## src/rtl/booth_pkg.sv

```systemverilog
// rtl/booth_pkg.sv - shared types and digit helpers for the radix-4 Booth multiplier
//
// Purpose : FSM state enum, Booth digit enum, triplet decode and digit value helpers.
// Ports   : none (package).

package booth_pkg;

  typedef enum logic [1:0] {
    IDLE = 2'd0,
    BUSY = 2'd1,
    DONE = 2'd2
  } state_e;

  typedef enum logic [2:0] {
    ZERO = 3'd0,
    POS1 = 3'd1,
    POS2 = 3'd2,
    NEG1 = 3'd3,
    NEG2 = 3'd4
  } booth_digit_e;

  // Triplet {b[2i+1], b[2i], b[2i-1]} -> radix-4 digit
  function automatic booth_digit_e booth_decode(input logic [2:0] trip);
    booth_digit_e d;
    case (trip)
      3'b001, 3'b010: d = POS1;
      3'b011:         d = POS2;
      3'b100:         d = NEG2;
      3'b101, 3'b110: d = NEG1;
      default:        d = ZERO;
    endcase
    return d;
  endfunction

  // Digit as a 3-bit two's complement value in -2..+2
  function automatic logic [2:0] booth_digit_val(input booth_digit_e d);
    logic [2:0] v;
    case (d)
      POS1:    v = 3'b001;
      POS2:    v = 3'b010;
      NEG1:    v = 3'b111;
      NEG2:    v = 3'b110;
      default: v = 3'b000;
    endcase
    return v;
  endfunction

endpackage

```

## src/rtl/booth_r4_digit_sel.sv

```systemverilog
// rtl/booth_r4_digit_sel.sv - radix-4 Booth triplet decode and multiplicand select/negate
//
// Purpose : combinational; turns one multiplier triplet into the unshifted partial
//           product {0, +M, +2M, -M, -2M} for the extended multiplicand M.
// Ports   : i_triplet [2:0]      multiplier bits {b[2i+1], b[2i], b[2i-1]}
//           i_mcand   [WIDTH+1:0] extended multiplicand (two's complement)
//           o_pp      [WIDTH+2:0] selected multiple, two's complement

module booth_r4_digit_sel
  import booth_pkg::*;
#(
  parameter int WIDTH = 32
) (
  input  logic [2:0]       i_triplet,
  input  logic [WIDTH+1:0] i_mcand,
  output logic [WIDTH+2:0] o_pp
);

  booth_digit_e     w_digit;
  logic [WIDTH+2:0] w_m1;
  logic [WIDTH+2:0] w_m2;

  assign w_digit = booth_decode(i_triplet);

  // One extra bit so that 2M and -2M of any extended operand stay representable
  assign w_m1 = {i_mcand[WIDTH+1], i_mcand};
  assign w_m2 = {i_mcand, 1'b0};

  always_comb begin
    o_pp = '0;
    case (w_digit)
      POS1:    o_pp = w_m1;
      POS2:    o_pp = w_m2;
      NEG1:    o_pp = -w_m1;
      NEG2:    o_pp = -w_m2;
      default: o_pp = '0;
    endcase
  end

endmodule

```

## src/rtl/booth_r4_seq_mult.sv

```systemverilog
// rtl/booth_r4_seq_mult.sv - sequential radix-4 Booth multiplier, one digit per cycle
//
// Purpose : signed/unsigned WIDTH x WIDTH -> 2*WIDTH multiply with valid/ready handshakes.
//           Optional debug ports enabled by macro BOOTH_R4_DEBUG_EN.
// Ports   : clk, rst_n (async active-low)
//           in_valid/in_ready, a, b, is_signed  - operand handshake
//           out_valid/out_ready, p               - product handshake
//           dbg_pp, dbg_digit                    - BOOTH_R4_DEBUG_EN only

module booth_r4_seq_mult
  import booth_pkg::*;
#(
  parameter int WIDTH = 32
) (
  input  logic                 clk,
  input  logic                 rst_n,
  input  logic                 in_valid,
  output logic                 in_ready,
  input  logic [WIDTH-1:0]     a,
  input  logic [WIDTH-1:0]     b,
  input  logic                 is_signed,
  output logic                 out_valid,
  input  logic                 out_ready,
  output logic [2*WIDTH-1:0]   p
`ifdef BOOTH_R4_DEBUG_EN
  ,
  output logic [2*WIDTH-1:0]   dbg_pp,
  output logic [2:0]           dbg_digit
`endif
);

  localparam int NDIG = WIDTH / 2 + 1;
  localparam int PW   = 2 * WIDTH;
  localparam int EW   = WIDTH + 2;
  localparam int CW   = $clog2(NDIG);
  localparam int IW   = $clog2(WIDTH + 3);

  state_e          r_state;
  state_e          w_next;
  logic [EW-1:0]   r_a;
  logic [EW-1:0]   r_b;
  logic [PW-1:0]   r_acc;
  logic [PW-1:0]   r_p;
  logic [CW-1:0]   r_cnt;

  logic            w_last;
  logic [EW:0]     w_b3;
  logic [IW-1:0]   w_idx;
  logic [2:0]      w_trip;
  logic [EW:0]     w_pp;
  logic [PW-1:0]   w_pp_ext;
  logic [PW-1:0]   w_pp_sh;
  logic [PW-1:0]   w_sum;

  assign w_last = (r_cnt == CW'(NDIG - 1));

  // Appending b[-1]=0 makes digit i the 3-bit slice starting at bit 2i
  assign w_b3   = {r_b, 1'b0};
  assign w_idx  = IW'({r_cnt, 1'b0});
  assign w_trip = w_b3[w_idx +: 3];

  booth_r4_digit_sel #(
    .WIDTH (WIDTH)
  ) u_digit_sel (
    .i_triplet (w_trip),
    .i_mcand   (r_a),
    .o_pp      (w_pp)
  );

  assign w_pp_ext = {{(PW - EW - 1){w_pp[EW]}}, w_pp};
  assign w_pp_sh  = w_pp_ext << w_idx;
  assign w_sum    = r_acc + w_pp_sh;

  always_ff @(posedge clk or negedge rst_n) begin
    if (!rst_n) begin
      r_state <= IDLE;
    end else begin
      r_state <= w_next;
    end
  end

  always_comb begin
    w_next    = r_state;
    in_ready  = 1'b0;
    out_valid = 1'b0;
    case (r_state)
      IDLE: begin
        in_ready = 1'b1;
        if (in_valid) w_next = BUSY;
      end
      BUSY: begin
        if (w_last) w_next = DONE;
      end
      DONE: begin
        out_valid = 1'b1;
        if (out_ready) w_next = IDLE;
      end
      default: w_next = IDLE;
    endcase
  end

  always_ff @(posedge clk or negedge rst_n) begin
    if (!rst_n) begin
      r_a   <= '0;
      r_b   <= '0;
      r_acc <= '0;
      r_p   <= '0;
      r_cnt <= '0;
    end else begin
      case (r_state)
        IDLE: begin
          if (in_valid) begin
            r_a   <= is_signed ? {{2{a[WIDTH-1]}}, a} : {2'b00, a};
            r_b   <= is_signed ? {{2{b[WIDTH-1]}}, b} : {2'b00, b};
            r_acc <= '0;
            r_cnt <= '0;
          end
        end
        BUSY: begin
          r_acc <= w_sum;
          if (w_last) begin
            r_p <= w_sum;
          end else begin
            r_cnt <= r_cnt + 1'b1;
          end
        end
        default: begin
        end
      endcase
    end
  end

  assign p = r_p;

`ifdef BOOTH_R4_DEBUG_EN
  assign dbg_pp    = (r_state == BUSY) ? w_pp_sh : '0;
  assign dbg_digit = (r_state == BUSY) ? booth_digit_val(booth_decode(w_trip)) : 3'd0;
`endif

endmodule

```

## config.mk

```make
export PLATFORM = sky130hd
export DESIGN_NAME = booth_r4_seq_mult
export DESIGN_NICKNAME = d
export VERILOG_FILES = /design/src/rtl/booth_pkg.sv /design/src/rtl/booth_r4_digit_sel.sv /design/src/rtl/booth_r4_seq_mult.sv
export SDC_FILE = /design/constraint.sdc
export NUM_CORES = 1
export LEC_CHECK = 0
export CAP_MARGIN = 20
export CELL_PAD_IN_SITES_DETAIL_PLACEMENT = 2
export CELL_PAD_IN_SITES_GLOBAL_PLACEMENT = 2
export CORE_UTILIZATION = 39
export CTS_BUF_LIST = sky130_fd_sc_hd__clkbuf_8
export CTS_CLUSTER_DIAMETER = 100
export CTS_CLUSTER_SIZE = 24
export DETAILED_ROUTE_END_ITERATION = 16
export HOLD_SLACK_MARGIN = 0.15
export PLACE_DENSITY_LB_ADDON = 0.1
export RECOVER_POWER = 50
export SYNTH_ARGS = -nofsm -noshare
export SYNTH_HDL_FRONTEND = slang
export SYNTH_HIERARCHICAL = 1
export SYNTH_SLANG_ARGS = --single-unit
```

## constraint.sdc

```tcl
create_clock -name clk -period 11.3 [get_ports clk]
set_input_delay 1.695 -clock clk [delete_from_list [all_inputs] [get_ports clk]]
set_output_delay 1.695 -clock clk [all_outputs]
set_load 0.005 [all_outputs]
```

==> results.json, run 1 <==
{
  "post_synth_inst_count": 2037,
  "period_share_pct": 82.4,
  "post_synth_most_frequent_cells": "459 x sky130_fd_sc_hd__nand2_1, 201 x sky130_fd_sc_hd__dfrtp_1, 148 x sky130_fd_sc_hd__a21oi_1, 147 x sky130_fd_sc_hd__nor2_1, 122 x sky130_fd_sc_hd__clkbuf_1",
  "clock_latency_reported_for_the_late_side_of_the_worst_skew_pair_ns": 0.59,
  "critical_path.max_fanout": 52,
  "wl_um": 62100,
  "number_of_drc_markers_in_iteration_0": 903,
  "post_synth_instance_area_mm2": 0.0161,
  "cts-hold-fix-buffers": 0,
  "wire_per_inst_um": 24.0,
  "synth_most_common_cell": "sky130_fd_sc_hd__nand2_1",
  "synthXorXnorAreaFrac_pct": 5.26,
  "synth_compound_gate_area_share_pct": 22.5,
  "ys_warn_count": 6,
  "drt_pre_antenna_iters": 5,
  "synth_top_area_cell": "sky130_fd_sc_hd__dfrtp_1",
  "first_global_vias": 16800,
  "cts_tree": "built",
  "synth-edff-count": 0,
  "synth_fa_ha_area_share_pct": 5.24,
  "nFillCells": 4720,
  "gr-total-overflow": 0,
  "drcViolationCount": 0,
  "postRouteAntennaNets": 0,
  "fin_crit_ns": 9.31,
  "grt_max_degree": 74,
  "cap_violations": 3,
  "ios": 135,
  "crit_path_frequent_cell": "sky130_fd_sc_hd__a21oi_1",
  "finalSetupViolCount": 0,
  "fin_skew_ns": 0.0386,
  "synthDistinctLibCells": 82,
  "sum_of_net_half_perimeters_after_detailed_placement_um": 47200,
  "final_net_count": 2190,
  "kind_of_end_point_of_the_critical_path": "flop",
  "timing_hold_violations_final": 0,
  "crit_path_max_incr_delay_ns": 1.04,
  "crit_required_ns": 11.77,
  "synthDominantCellAreaShare_pct": 31.2,
  "status": "finished, violations left",
  "grt.total_usage_pct": 29.4,
  "crit_type": "reg2reg",
  "route.detailed.vias_per_inst": 6.08,
  "antenna_found_initial": 1,
  "postSynth.asyncResetShare_pct": 100,
  "core-area_mm2": 0.0408,
  "die_width_um": 205,
  "start_kind": "flop",
  "max-clock-path-buffers": 3,
  "clk_slew_on_worst_s_h_paths_ns": 0.15,
  "synth_mux_area_share_pct": 8.17,
  "numClockSinks": 201,
  "floorplan.rows": 74,
  "max-slew-margin-rel_pct": -151,
  "dieArea_mm2": 0.0422,
  "largest_family_of_logic_cells_by_synthesized_area": "simple AND/OR/NAND/NOR gates",
  "setup_repair_after_global_routing_missed_its_margin": "false",
  "yosys-top-cells-area": "sky130_fd_sc_hd__dfrtp_1 31%, sky130_fd_sc_hd__nand2_1 11%, sky130_fd_sc_hd__ha_1 5.1%",
  "crit_arrival_ns": 9.78,
  "worst_hold_path_type": "reg2reg",
  "cts_max_level": 1,
  "die_y_um": 205,
  "synthesis.nets": 2173,
  "syn_to_final_growth_pct": 11.3,
  "maxClockFrequency_mhz": 107,
  "slowest_stage": "sky130_fd_sc_hd__o21ai_0",
  "root_buffer": "sky130_fd_sc_hd__clkbuf_8",
  "cts-resized-gates": 0,
  "final.setup.tns_ns": 0,
  "cts_setup_buffers": 0,
  "start_util_pct": 39.5,
  "ys_ff_latch": 201,
  "synth_ff_type": "sky130_fd_sc_hd__dfrtp_1",
  "worstMarginPinSlew_ns": 3.77,
  "failed_checks": "capacitance limit, slew limit",
  "global_placement_routability_congestion": 0.928,
  "place.port_buffers": 134,
  "final-max-slew-violation-count": 202,
  "cts-buffers-inserted": 13,
  "post_synth_and_or_nand_nor_area_fraction_pct": 23.0,
  "dr_total_vias": 15800,
  "share_of_final_layout_standard_cells_stronger_than_drive_strength_1_pct": 6.70,
  "seq_area_frac_synth_pct": 31.2,
  "wire_length_of_the_first_global_routing_pass_um": 97200,
  "post_synth.cell_area_avg_um2": 7.92
}
## worst max-delay path, delay by kind of cell (launching register included)
family,cells,cell delay [ns]
fa+ha+maj,1,0.30
compound gates,12,2.90
simple gates,12,3.83
flops,1,0.86
buf+inv,3,1.25
## stage by stage
stage	hold WS [ns]	std cells	instance area [um^2]	util (%)	setup slack (ns)
floorplan	0.440	2037	16100	-	4.24
global placement	0.456	2569	17700	43.4	2.75
detailed placement	0.468	2569	17700	43.4	2.48
CTS	0.501	2590	18000	44.0	2.38
global route	0.524	2592	18000	44.0	1.26
finish	0.485	2593	18000	44.0	1.99
## flip-flops by register name, indices dropped and copies added, names as in the netlist
name	cells
p	64
r_acc	64
r_a	33
r_b	33
r_cnt	5
r_state	2
## cells by family after synthesis
family	after synthesis
muxes	93
AOI/OAI and AO/OA	556
DFF	201
buffers and inverters	190
xor gates and xnor gates	96
and+or+nand+nor	834
adders and majority gates	67
## layer usage
layer	share of wire [%]	vias up	track usage, %
met4	2.5	0	8.12
met1	45	8105	38.0
met3	2.7	80	2.38
met2	50	269	52.1
met5	0	-	0
li1	-	7307	-
## cell type report
cell class                      count  area, um^2  area share [%]
Antenna cell                        1        2.50          0.0139
Clock buffer                       13         179           0.996
Clock inverter                      8        62.6           0.348
Inverter                           35         131           0.732
Multi-Input combinational cell   1646       10400            57.8
Sequential cell                   201        5030            28.0
Tap cell                          532         666            3.71
Timing Repair Buffer              157        1500            8.33
## placed cells by master (no fill, tap or decap), types with 14 or more instances in the layout
cell type,n
sky130_fd_sc_hd__dfrtp_1,198
sky130_fd_sc_hd__nand2_1,458
sky130_fd_sc_hd__a21oi_1,148
sky130_fd_sc_hd__mux2_2,28
sky130_fd_sc_hd__o31ai_1,17
sky130_fd_sc_hd__o22ai_1,17
sky130_fd_sc_hd__and2_1,16
sky130_fd_sc_hd__a211oi_1,17
sky130_fd_sc_hd__a21o_1,27
sky130_fd_sc_hd__nand3_1,30
sky130_fd_sc_hd__clkdlybuf4s50_1,97
sky130_fd_sc_hd__o21ai_0,111
sky130_fd_sc_hd__nand4_1,45
sky130_fd_sc_hd__nor3_1,34
sky130_fd_sc_hd__mux2i_1,36
sky130_fd_sc_hd__or3_1,15
sky130_fd_sc_hd__nor2_1,146
sky130_fd_sc_hd__o21bai_1,14
sky130_fd_sc_hd__dlygate4sd3_1,36
sky130_fd_sc_hd__inv_1,37
sky130_fd_sc_hd__mux4_2,28
sky130_fd_sc_hd__a22o_1,53
sky130_fd_sc_hd__buf_4,19
sky130_fd_sc_hd__nor2b_1,16
sky130_fd_sc_hd__ha_1,66
sky130_fd_sc_hd__o221ai_1,15
sky130_fd_sc_hd__xor2_1,47
sky130_fd_sc_hd__o21ai_1,31
sky130_fd_sc_hd__xnor2_1,48
sky130_fd_sc_hd__a31oi_1,16
## worst paths after layout
check	start	endpoint	slack, ns	cells after the start
max in group asynchronous	rst_n	r_cnt[4]	3.81	3
setup reg to reg	r_cnt[0]	p[63]	1.99	28
setup / recovery	r_cnt[0]	p[63]	1.99	28
hold / removal	p[36]	p[36]	0.48	2
min in group asynchronous	rst_n	p[22]	2.39	1
hold reg to reg	p[36]	p[36]	0.48	2
Power of run 1 is left out: the tool's default activity adds up to more than one toggle a clock period on the data nets, which glitch-free logic cannot reach.
==> run 2, diff against run 1 <==
--- a/config.mk
+++ b/config.mk
@@ -8,7 +8,7 @@
 export CAP_MARGIN = 20
 export CELL_PAD_IN_SITES_DETAIL_PLACEMENT = 2
 export CELL_PAD_IN_SITES_GLOBAL_PLACEMENT = 2
-export CORE_UTILIZATION = 39
+export CORE_UTILIZATION = 36
 export CTS_BUF_LIST = sky130_fd_sc_hd__clkbuf_8
 export CTS_CLUSTER_DIAMETER = 100
 export CTS_CLUSTER_SIZE = 24
==> constraint.sdc (replaced) <==
create_clock -name clk -period 9.1 [get_ports clk]
set_input_delay 1.365 -clock clk [delete_from_list [all_inputs] [get_ports clk]]
set_output_delay 1.365 -clock clk [all_outputs]
set_load 0.005 [all_outputs]
==> run 2 against run 1 <==
Compared with the run above: the flow still finishes with violations (capacitance limit, slew limit); global-route usage decreased by 1.7 points; non-clock buffer count increased by 11; routed wire length increased by 1.3%; flip-flop and latch count unchanged; final area increased by 1.3%; critical path depth decreased by 3; sequential share of layout area decreased by 0.35 points; clock skew increased by 0.0054 ns; critical path type unchanged; largest cell class unchanged.
==> results.json, run 2 (same netlist as run 1, synthesis figures left out) <==
{
  "status": "finished, violations left",
  "failed_checks": "capacitance limit, slew limit",
  "worstMarginPinSlew_ns": 3.96,
  "fin_crit_ns": 8.28,
  "die_width_um": 214,
  "slowest_stage": "sky130_fd_sc_hd__nand2_1",
  "cts-hold-fix-buffers": 0,
  "dieArea_mm2": 0.0457,
  "place.port_buffers": 134,
  "drcViolationCount": 0,
  "antenna_found_initial": 0,
  "nFillCells": 5080,
  "die_y_um": 214,
  "postRouteAntennaNets": 0,
  "cts_tree": "built",
  "cts_setup_buffers": 0,
  "maxClockFrequency_mhz": 121,
  "final_common_cell": "sky130_fd_sc_hd__nand2_1",
  "finalHoldWorstSlack_ns": 0.489,
  "cts-buffers-inserted": 14,
  "start_kind": "flop",
  "timing_hold_violations_final": 0,
  "clk_slew_on_worst_s_h_paths_ns": 0.16,
  "kind_of_end_point_of_the_critical_path": "flop",
  "root_buffer": "sky130_fd_sc_hd__clkbuf_8",
  "dr_total_vias": 15700,
  "ios": 135,
  "syn_to_final_growth_pct": 12.7,
  "period_share_pct": 91.0,
  "route.detailed.vias_per_inst": 5.91,
  "finalSetupViolCount": 0,
  "crit_type": "reg2reg",
  "cap_violations": 4,
  "critical_path.max_fanout": 49,
  "fin_skew_ns": 0.0440,
  "share_of_final_layout_standard_cells_stronger_than_drive_strength_1_pct": 7.33,
  "gr-total-overflow": 0,
  "max-slew-margin-rel_pct": -164,
  "crit_path_frequent_cell": "sky130_fd_sc_hd__nor2_1",
  "antennaDiodeCount": 0,
  "cts-resized-gates": 0,
  "final-max-slew-violation-count": 273,
  "core-area_mm2": 0.0442,
  "first_global_vias": 16800,
  "grt_max_degree": 70,
  "start_util_pct": 36.5,
  "numClockSinks": 201,
  "drt_pre_antenna_iters": 5,
  "setup_repair_after_global_routing_missed_its_margin": "false",
  "sum_of_net_half_perimeters_after_detailed_placement_um": 48500,
  "crit_arrival_ns": 8.75,
  "final.setup.tns_ns": 0,
  "worst_hold_path_type": "reg2reg",
  "number_of_drc_markers_in_iteration_0": 862,
  "cts_max_level": 1,
  "layout.cells.most_common_list": "458 x sky130_fd_sc_hd__nand2_1, 198 x sky130_fd_sc_hd__dfrtp_1, 148 x sky130_fd_sc_hd__a21oi_1",
  "wl_um": 62900,
  "grt.total_usage_pct": 27.7,
  "max-clock-path-buffers": 3,
  "crit_required_ns": 9.57,
  "crit_path_max_incr_delay_ns": 0.71,
  "wire_per_inst_um": 23.6,
  "final_net_count": 2202,
  "floorplan.rows": 77,
  "global_placement_routability_congestion": 0.937,
  "clock_latency_reported_for_the_late_side_of_the_worst_skew_pair_ns": 0.59,
  "wire_length_of_the_first_global_routing_pass_um": 98800
}
[run 2: layout make-up]
cell class / instances / area [um^2] / share of cell area [%]
Timing Repair Buffer: 168 / 1590 / 8.75
Clock inverter: 6 / 67.6 / 0.372
Multi-Input combinational cell: 1646 / 10400 / 57.1
Tap cell: 592 / 741 / 4.07
Clock buffer: 17 / 234 / 1.29
Inverter: 35 / 131 / 0.722
Sequential cell: 201 / 5030 / 27.7
[run 2: metrics by stage]
| stage | std cells | instance area, um^2 | setup slack (ns) | utilization [%] |
|---|---|---|---|---|
| 6_report | 2665 | 18200 | 0.822 | 41.1 |
| 5_1_grt | 2665 | 18200 | 0.248 | 41.1 |
| 4_1_cts | 2665 | 18200 | 0.903 | 41.2 |
| 3_5_place_dp | 2642 | 17900 | 0.979 | 40.5 |
| 3_3_place_gp | 2641 | 17900 | 0.622 | 40.5 |
| 2_1_floorplan | 2037 | 16100 | 2.04 | - |
[run 2: worst max-delay path: cells and delay by family (launching register included)]
kind,cells,cell delay (ns)
compound gates,11,2.74
xor+xnor,1,0.16
fa+ha+maj,1,0.51
buf+inv,1,0.58
flops,1,0.67
mux,3,1.19
simple gates,8,2.27
[run 2: final timing paths]
| check | slack, ns | end | from | depth (start not counted) |
|---|---|---|---|---|
| worst max-delay path | 0.82 | p[39] | r_cnt[0] | 25 |
| min in group asynchronous | 2.14 | p[27] | rst_n | 1 |
| worst max register to register | 0.82 | p[39] | r_cnt[0] | 25 |
| worst min register to register | 0.49 | p[27] | p[27] | 2 |
| worst min-delay path | 0.49 | p[27] | p[27] | 2 |
| max in group asynchronous | 1.58 | r_cnt[0] | rst_n | 2 |
[run 2: layer usage]
metal | GRT usage [%] | share of wire, %
met4 | 7.27 | 2.3
met3 | 1.76 | 2.6
met1 | 36.6 | 45
met2 | 48.8 | 50
met5 | 0 | 0
Power of run 2 is left out for the same reason.
==> run 3, diff against run 2 <==
--- a/config.mk
+++ b/config.mk
@@ -14,7 +14,7 @@
 export CTS_CLUSTER_SIZE = 24
 export DETAILED_ROUTE_END_ITERATION = 16
 export HOLD_SLACK_MARGIN = 0.15
-export PLACE_DENSITY_LB_ADDON = 0.1
+export PLACE_DENSITY = 0.8
 export RECOVER_POWER = 50
 export SYNTH_ARGS = -nofsm -noshare
 export SYNTH_HDL_FRONTEND = slang
==> run 3 against run 2 <==
Compared with the run above: the flow still finishes with violations (capacitance limit, slew limit); clock skew is 0.014 ns higher; worst hold slack better by 0.0052 ns; critical path depth is 1 lower; core utilization hardly changed; via count is 0.15% lower; die area stayed put; flip-flop and latch count stayed put; register-to-register slack worse by 0.29 ns; routed wire length is 0.22% higher; fmax is 3.4% lower; global-route usage hardly changed; critical endpoint is now p[58]; largest cell class unchanged; highest routed layer unchanged.
==> results.json, run 3 (same netlist as run 1, synthesis figures left out) <==
{
  "status": "finished, violations left",
  "route.detailed.vias_per_inst": 5.90,
  "cts_setup_buffers": 0,
  "setup_repair_after_global_routing_missed_its_margin": "false",
  "gr-total-overflow": 0,
  "antennaDiodeCount": 0,
  "dieArea_mm2": 0.0457,
  "fin_crit_ns": 8.57,
  "grt_max_degree": 83,
  "crit_path_frequent_cell": "sky130_fd_sc_hd__o21ai_0",
  "syn_to_final_growth_pct": 12.7,
  "die_y_um": 214,
  "nFillCells": 5035,
  "slowest_stage": "sky130_fd_sc_hd__xor2_1",
  "postRouteAntennaNets": 0,
  "crit_required_ns": 9.58,
  "root_buffer": "sky130_fd_sc_hd__clkbuf_8",
  "cts_tree": "built",
  "share_of_final_layout_standard_cells_stronger_than_drive_strength_1_pct": 7.34,
  "multi_input_area_mm2": 0.0104,
  "floorplan.rows": 77,
  "place.port_buffers": 134,
  "numClockSinks": 201,
  "fin_skew_ns": 0.0576,
  "final-max-slew-violation-count": 276,
  "regArea_mm2": 0.00503,
  "grt.total_usage_pct": 27.7,
  "max-slew-margin-rel_pct": -211,
  "critical_path.max_fanout": 20,
  "final_net_count": 2199,
  "layout.cells.most_common_list": "458 x sky130_fd_sc_hd__nand2_1, 197 x sky130_fd_sc_hd__dfrtp_1, 148 x sky130_fd_sc_hd__a21oi_1",
  "clk_slew_on_worst_s_h_paths_ns": 0.16,
  "crit_arrival_ns": 9.05,
  "max-clock-path-buffers": 3,
  "sum_of_net_half_perimeters_after_detailed_placement_um": 48300,
  "crit_path_max_incr_delay_ns": 1.04,
  "global_placement_routability_congestion": 0.930,
  "cts-hold-fix-buffers": 0,
  "timing_hold_violations_final": 0,
  "post-route-util_pct": 41.1,
  "core-area_mm2": 0.0442,
  "cts-buffers-inserted": 14,
  "start_kind": "flop",
  "dr_total_vias": 15700,
  "cap_violations": 4,
  "start_util_pct": 36.5,
  "worst_hold_path_type": "reg2reg",
  "ios": 135,
  "crit_path_cell_trace": "mux4_2 -> mux4_2 -> inv_1 -> o21ai_0 -> xor2_1 -> nand2_1 -> o21ai_0 -> a32oi_1 -> o211ai_1 -> mux2i_1 -> nand2_1 -> o21ai_0 -> mux2_2 -> a21oi_1 -> nor2_1 -> a21oi_1 -> ha_1 -> a21o_1 -> a31oi_1 -> o221ai_1 -> a221o_1 -> a31oi_2 -> xnor2_1 -> mux2_2",
  "worstMarginPinSlew_ns": 4.66,
  "wire_per_inst_um": 23.7,
  "drt_pre_antenna_iters": 5,
  "number_of_drc_markers_in_iteration_0": 991,
  "failed_checks": "capacitance limit, slew limit",
  "maxClockFrequency_mhz": 117,
  "clock_latency_reported_for_the_late_side_of_the_worst_skew_pair_ns": 0.60,
  "die_width_um": 214,
  "wire_length_of_the_first_global_routing_pass_um": 98800,
  "kind_of_end_point_of_the_critical_path": "flop",
  "finalSetupViolCount": 0,
  "cts_max_level": 1,
  "final.setup.tns_ns": 0,
  "wl_um": 63000,
  "drcViolationCount": 0,
  "cts-resized-gates": 0,
  "crit_type": "reg2reg",
  "final_common_cell": "sky130_fd_sc_hd__nand2_1",
  "period_share_pct": 94.1,
  "first_global_vias": 16700,
  "antenna_found_initial": 0
}
==> run 3: cell types whose count changed in the layout (fill, tap and decap cells not counted), sizes merged <==
| cell | previous run | this run |
|---|---|---|
| inv | 39 | 37 |
| clkbuf | 21 | 20 |
| clkinv | 2 | 4 |
| clkinvlp | 0 | 1 |
| bufinv | 0 | 1 |
| buf | 31 | 28 |
==> run 3: path summary, 6_finish.rpt <==
check                      startpoint       end  slack, ns  depth (start not counted)
setup / recovery             r_cnt[0]     p[58]       0.53                         24
setup reg to reg             r_cnt[0]     p[58]       0.53                         24
max in group asynchronous       rst_n  r_cnt[1]       2.11                          2
hold reg to reg                 p[28]     p[28]       0.49                          2
min in group asynchronous       rst_n     p[15]       2.42                          1
hold / removal                  p[28]     p[28]       0.49                          2
==> run 3: cell type report <==
type	instances	share of cell area [%]
clock inverter	8	0.592
tap	592	4.07
clock buffer	16	1.21
timing repair buffer	165	8.56
multi-input combinational	1646	57.1
sequential	201	27.7
inverter	35	0.723
==> run 3: through the flow <==
step | hold WS (ns) | cell area, um^2 | worst slack [ns] | instances
CTS | 0.499 | 18200 | 0.618 | 2662
finish | 0.494 | 18200 | 0.532 | 2663
global placement | 0.457 | 17900 | 0.994 | 2638
detailed placement | 0.466 | 17900 | 0.785 | 2638
floorplan | 0.440 | 16100 | 2.04 | 2037
global route | 0.523 | 18200 | 0.0654 | 2663
==> run 3: layer usage <==
metal  wire length, um  track usage [%]  up-vias
met2             30600             47.5      274
met3              1670             2.46       88
met5                 0                0        -
met4              2130             9.04        0
li1                  -                -     7323
met1             28600             36.7     8030
==> run 3: worst max-delay path: cells and delay by family, from the launching register on <==
family                   cells  cell delay (ns)
adder cells (fa/ha/maj)      1             0.44
AO/OA/AOI/OAI               12             3.44
AND/OR/NAND/NOR              3             0.66
XOR/XNOR                     2             1.19
multiplexers                 5             1.86
buffers and inverters        1             0.09
flip-flops                   1             0.74
Power of run 3 is left out for the same reason.
